$ cat src/rtl/hazard_ctrl.sv
// Hazard and sequencing controller for the five-stage LEGv8 pipeline: load-use stalls,
// taken-branch flushes, memory-busy freezes, saturating event counters and a sticky error flag.
module hazard_ctrl #(
    parameter int TIMEOUT = 64,
    parameter int CNT_W   = 16
) (
    input  logic             clock,
    input  logic             reset,
    input  logic [4:0]       ifid_rn,
    input  logic [4:0]       ifid_rm,
    input  logic             ifid_uses_rm,
    input  logic             idex_memread,
    input  logic [4:0]       idex_write_reg,
    input  logic             branch_taken,
    input  logic             dmem_busy,
    output logic             pc_write,
    output logic             ifid_write,
    output logic             idex_bubble,
    output logic             ifid_flush,
    output logic             idex_flush,
    output logic             exmem_flush,
    output logic             pipe_freeze,
    output logic [1:0]       state,
    output logic [CNT_W-1:0] stall_cnt,
    output logic [CNT_W-1:0] flush_cnt,
    output logic [CNT_W-1:0] freeze_cnt,
    output logic             err
);

    localparam logic [1:0] ST_RUN    = 2'd0;
    localparam logic [1:0] ST_STALL  = 2'd1;
    localparam logic [1:0] ST_FLUSH  = 2'd2;
    localparam logic [1:0] ST_FREEZE = 2'd3;

    localparam int RUN_W = $clog2(TIMEOUT + 1);

    logic             lu;
    logic [1:0]       act;
    logic [1:0]       state_q, state_d;
    logic [CNT_W-1:0] stall_cnt_q, stall_cnt_d;
    logic [CNT_W-1:0] flush_cnt_q, flush_cnt_d;
    logic [CNT_W-1:0] freeze_cnt_q, freeze_cnt_d;
    logic [RUN_W-1:0] frz_run_q, frz_run_d;
    logic             err_q, err_d;

    // X31 is XZR: a load targeting it never produces a value to wait for.
    assign lu = idex_memread && (idex_write_reg != 5'd31) &&
                ((idex_write_reg == ifid_rn) ||
                 (ifid_uses_rm && (idex_write_reg == ifid_rm)));

    always_comb begin
        act = ST_RUN;
        if (dmem_busy)         act = ST_FREEZE;
        else if (branch_taken) act = ST_FLUSH;
        else if (lu)           act = ST_STALL;
    end

    always_comb begin
        pc_write    = 1'b1;
        ifid_write  = 1'b1;
        idex_bubble = 1'b0;
        ifid_flush  = 1'b0;
        idex_flush  = 1'b0;
        exmem_flush = 1'b0;
        pipe_freeze = 1'b0;
        if (reset) begin
            pc_write    = 1'b0;
            ifid_write  = 1'b0;
            idex_bubble = 1'b1;
            ifid_flush  = 1'b1;
            idex_flush  = 1'b1;
            exmem_flush = 1'b1;
        end else begin
            case (act)
                ST_FREEZE: begin
                    pipe_freeze = 1'b1;
                    pc_write    = 1'b0;
                    ifid_write  = 1'b0;
                end
                ST_FLUSH: begin
                    ifid_flush  = 1'b1;
                    idex_flush  = 1'b1;
                    exmem_flush = 1'b1;
                end
                ST_STALL: begin
                    pc_write    = 1'b0;
                    ifid_write  = 1'b0;
                    idex_bubble = 1'b1;
                end
                default: ;
            endcase
        end
    end

    always_comb begin
        state_d      = act;
        stall_cnt_d  = stall_cnt_q;
        flush_cnt_d  = flush_cnt_q;
        freeze_cnt_d = freeze_cnt_q;
        frz_run_d    = '0;
        err_d        = err_q;
        if ((act == ST_STALL) && (stall_cnt_q != '1))   stall_cnt_d  = stall_cnt_q + 1'b1;
        if ((act == ST_FLUSH) && (flush_cnt_q != '1))   flush_cnt_d  = flush_cnt_q + 1'b1;
        if ((act == ST_FREEZE) && (freeze_cnt_q != '1)) freeze_cnt_d = freeze_cnt_q + 1'b1;
        if (act == ST_FREEZE) begin
            // The run count holds at TIMEOUT so a very long freeze cannot wrap it.
            frz_run_d = frz_run_q;
            if (frz_run_q != RUN_W'(TIMEOUT)) frz_run_d = frz_run_q + 1'b1;
            if (frz_run_d == RUN_W'(TIMEOUT)) err_d = 1'b1;
        end
        // A bubble leaves no load in ID/EX, so a second consecutive stall is a protocol error.
        if ((act == ST_STALL) && (state_q == ST_STALL)) err_d = 1'b1;
    end

    always_ff @(posedge clock) begin
        if (reset) begin
            state_q      <= ST_RUN;
            stall_cnt_q  <= '0;
            flush_cnt_q  <= '0;
            freeze_cnt_q <= '0;
            frz_run_q    <= '0;
            err_q        <= 1'b0;
        end else begin
            state_q      <= state_d;
            stall_cnt_q  <= stall_cnt_d;
            flush_cnt_q  <= flush_cnt_d;
            freeze_cnt_q <= freeze_cnt_d;
            frz_run_q    <= frz_run_d;
            err_q        <= err_d;
        end
    end

    assign state      = state_q;
    assign stall_cnt  = stall_cnt_q;
    assign flush_cnt  = flush_cnt_q;
    assign freeze_cnt = freeze_cnt_q;
    assign err        = err_q;

endmodule

$ cat config.mk
export PLATFORM = sky130hd
export DESIGN_NAME = hazard_ctrl
export DESIGN_NICKNAME = d
export VERILOG_FILES = /design/src/rtl/hazard_ctrl.sv
export SDC_FILE = /design/constraint.sdc
export NUM_CORES = 1
export LEC_CHECK = 0
export CORE_UTILIZATION = 51
export CTS_BUF_LIST = sky130_fd_sc_hd__clkbuf_4
export DETAILED_ROUTE_END_ITERATION = 12
export GPL_TIMING_DRIVEN = 0
export PLACE_DENSITY_LB_ADDON = 0.15
export SLEW_MARGIN = 15
export SYNTH_ARGS = -nofsm -noshare
export SYNTH_HDL_FRONTEND = slang
export SYNTH_SLANG_ARGS = --single-unit
$ cat constraint.sdc
create_clock -name clock -period 2.65 [get_ports clock]
set_input_delay 0.265 -clock clock [delete_from_list [all_inputs] [get_ports clock]]
set_output_delay 0.265 -clock clock [all_outputs]
set_load 0.05 [all_outputs]
==> summary.txt, run 1 <==
GRT
  – First-pass GRT wire length: 12,420 µm
  – Pin count of the biggest net entering global routing: 11
  – Antenna violations before repair: 0
  – GRT Util Overall: 24.90%
  – Number of global-route vias before repair: 2,734
  – Grt total ovfl: 0

Timing
  – Max Freq: 397.2 MHz
  – Max-slew violations: 0
  – Relative slew margins: 46.12%
  – Final Hold Fails: 0
  – Crit path time final: approximately 2.5 ns
  – RSZ-0062 raised after global routing: no
  – Final worst-path cycle share: 95.00%
  – Worst Hold Slack: 0.3398 ns
  – Final setup violation count: 0
  – Worst-Margin Slew: 0.8008 ns
  – Skew final: ~0.011 ns

Power and ir drop
  – Peak VDD IR: 0.2828 mV
  – Clock power frac: 35.2%
  – Cell internal pwr: 1.247 mW
  – Part of the power in registers: between 50 and 60%
  – Switching share of total power: 26.62%
  – Overall power: 1.699 mW
  – Leakage: 1.401 nW
  – Combinational share of power: 12.5%
  – Cell area power density: 413.8 mW/mm²
  – Switching power: 0.4523 mW

Finish
  – ANT cells: 0
  – Area grow syn2layout: 30.97%
  – NumNets Final: 482
  – Filler cell count: 536
  – Final Util: 69.36%
  – Fraction of layout cells with a size suffix above 1: 8.261%

Run
  – Max Cap Violations: 0

Critical path
  – Setup crit end kind: output port
  – Critical Path, Cell by Cell: clkdlybuf4s50_1 -> xnor2_1 -> nand4_1 -> o22ai_2 -> and2_2 -> nor3_1 -> dlygate4sd1_1
  – Req. time, crit path: 2.38 ns
  – Largest delay share family, worst path: buffers and inverters
  – Worst path bufs/invs: 2
  – Crit Path Max Fanout: 5
  – CP Class: input port to output port
  – Worst path arrival time: approximately 2.3 ns
  – Slowest cell on crit path: dlygate4sd1_1
  – Critical Path Start Type: input port
  – Max stage delay on crit path: about 0.57 ns

Place
  – RePlAce Congestion: approximately 0.80
  – DP HPWL: 5610 µm
  – Input/output buffers: 76

Clock network
  – Total CTS buffers: 9
  – Clk sink count: 58
  – CTS tree: built
  – Root buf cell: clkbuf_4
  – Clock Latency Late Sink: 0.40 ns
  – Hold_buf cts: 0
  – H-tree depth: 3
  – Reg clk slew, reported paths: 0.09 ns
  – Max clock buf depth: 2
  – Post-CTS setup repair buffer count: 0

Floorplan
  – Chip Height: between 80 and 90 µm
  – Number of cell rows: 28
  – Die area: roughly 0.0065 mm²
  – Starting Density: a little over half
  – Die Width: 80.41 µm
  – Core Box Area: 0.005921 mm²
  – Io pins: 79

Yosys
  – Post-synth cell types: 56
  – Count leader, synth: dfxtp_1
  – Seq/Total Area, Yosys: 37.03%
  – Synthesized cell area: 0.003136 mm²
  – Mean Syn Cell Area: 8.497 µm²
  – Syn Nets: 395
  – FFs w/ async S/R, synth: 0%
  – Largest area contributor in the netlist: dfxtp_1
  – Top post-synthesis cells by area: dfxtp_1 (37%), xnor2_1 (8.1%), nor2_1 (4.7%)
  – Most frequent cells after synthesis: dfxtp_1 (58), nor2_1 (39), xnor2_1 (29)
  – EDFF count, synth: 0
  – Synthesis-stage register bit count: between 50 and 60
  – Yosys synthesis warning count: 0
  – Top FF cell, synth: dfxtp_1
  – Synth top area share: 37.03%
  – Post-Syn Instances: 369

Routing
  – Met1 Wirelength: ~3300 µm
  – Pre-antenna DRT Iters: 5
  – Wire length on met2: approximately 3700 µm
  – WL final: ~7600 µm
  – Vias: 3,040
  – DRC Markers: 0
  – Post-route ant nets: 0
  – Detailed Route Iter0 Violations: 144
  – Highest routed layer: met4
  – Routed wire per std cell: 14.18 µm
  – Via/cell ratio: approximately 5.7
  – Met3 wire len: ~520 µm

Outcome
  – Status: finished, final reports clean

Hold path
  – Worst min-delay path category: input port to register
-- power by group through the flow --
stage / sequential, mW / combinational (mW) / clock (mW)
after floorplan: 0.933 / 0.105 / 0
after global placement: 0.909 / 0.210 / 0
after detailed placement: 0.909 / 0.213 / 0
after CTS: 0.889 / 0.213 / 0.601
after global routing: 0.891 / 0.228 / 0.649
final: 0.889 / 0.212 / 0.598
-- registers in the layout, indices dropped and copies added, names as in the netlist --
register    cells
flush_cnt      16
freeze_cnt     16
stall_cnt      16
frz_run_q       7
state           2
err             1
-- metrics by stage --
step	setup TNS [ns]	setup slack, ns	instance area (µm²)	std cells
5_1_grt	0	0.006036	4106	535
6_report	0	0.1325	4106	535
3_3_place_gp	-0.8341	-0.3372	3990	520
3_5_place_dp	-0.8641	-0.3377	3990	520
4_1_cts	0	0.03238	4114	535
2_1_floorplan	0	0.03732	3136	369
-- placed cells by master, fill, tap and decap left out, types with 3 or more instances in the layout --
cell type,netlist,layout
xor2_1,9,9
nor3_1,14,14
xnor2_1,29,29
inv_1,13,13
and2_1,5,5
o21ai_0,8,8
a31oi_1,4,4
or3_1,8,8
buf_2,3,3
clkbuf_1,12,12
clkdlybuf4s50_1,0,73
a21oi_1,20,20
nand4_1,13,13
and3_1,4,4
ha_1,5,5
nor2_1,39,39
nor4_1,5,5
nand2_1,17,17
clkbuf_4,0,10
dfxtp_1,58,58
nor2b_1,3,3
or4_1,9,9
o31ai_1,7,7
buf_4,3,3
clkinv_1,0,3
mux2_2,3,3
nor3b_1,5,5
and4_1,7,7
nand3_1,28,28
-- worst paths after layout --
path	slack, ns	startpoint	endpoint	cells after the start
setup / recovery	0.13	idex_write_reg[4]	ifid_write	7
setup reg to reg	0.52	stall_cnt[0]	stall_cnt[9]	7
hold / removal	0.34	reset	stall_cnt[8]	3
hold reg to reg	0.50	err	err	2
-- layout make-up --
type	instances	area [µm²]	area share, %
inverters	13	48.80	1.188
well taps	75	93.84	2.285
plain buffers	21	108.9	2.651
multi-input cells	277	1823	44.39
repair buffers	76	749.5	18.25
clock inverters	5	46.29	1.127
clock buffers	10	75.07	1.828
flip-flops and latches	58	1161	28.28
-- layer usage --
layer	vias up	track usage [%]
met5	-	0
met4	0	11.61
met3	18	6.250
met2	107	40.68
met1	1410	30.45
li1	1505	-
-- worst reg2reg max path, cell delays in order (launching register included) --
cell       delay [ns]
dfxtp_1          0.37
ha_1             0.23
nand3_1          0.24
nand4bb_4        0.27
nand3_2          0.12
buf_6            0.17
nor4b_2          0.27
mux2_2           0.36
-- cell families (layout without fill, tap and decap cells) --
logic type                 after synthesis  count (layout)  share of synthesized area (%)
and+or+nand+nor                        172             172                          31.17
DFF                                     58              58                          37.03
AOI/OAI and AO/OA                       57              57                          12.45
xor gates and xnor gates                38              38                          10.61
buffers and inverters                   34             125                          5.028
adders and majority gates                5               5                          1.995
muxes                                    5               5                          1.716
-- timing repair --
| action | in CTS | in global routing |
|---|---|---|
| pin swaps | 0 | 0 |
| setup endpoints to repair | 3 | 3 |
| resized for setup | 4 | 6 |
Note: power is estimated with default switching activity, not from simulation.
==> inputs of run 2 (changes only) <==
CAP_MARGIN = 20   (was not set)
==> results of run 2 <==
Same layout as run 1: the final DEF is identical, and so are final timing and power.
==> inputs of run 3 (changes only) <==
CAP_MARGIN = not set   (was 20)
GPL_ROUTABILITY_DRIVEN = 0   (was not set)
==> results of run 3 <==
Same layout as run 1: the final DEF is identical, and so are final timing and power.
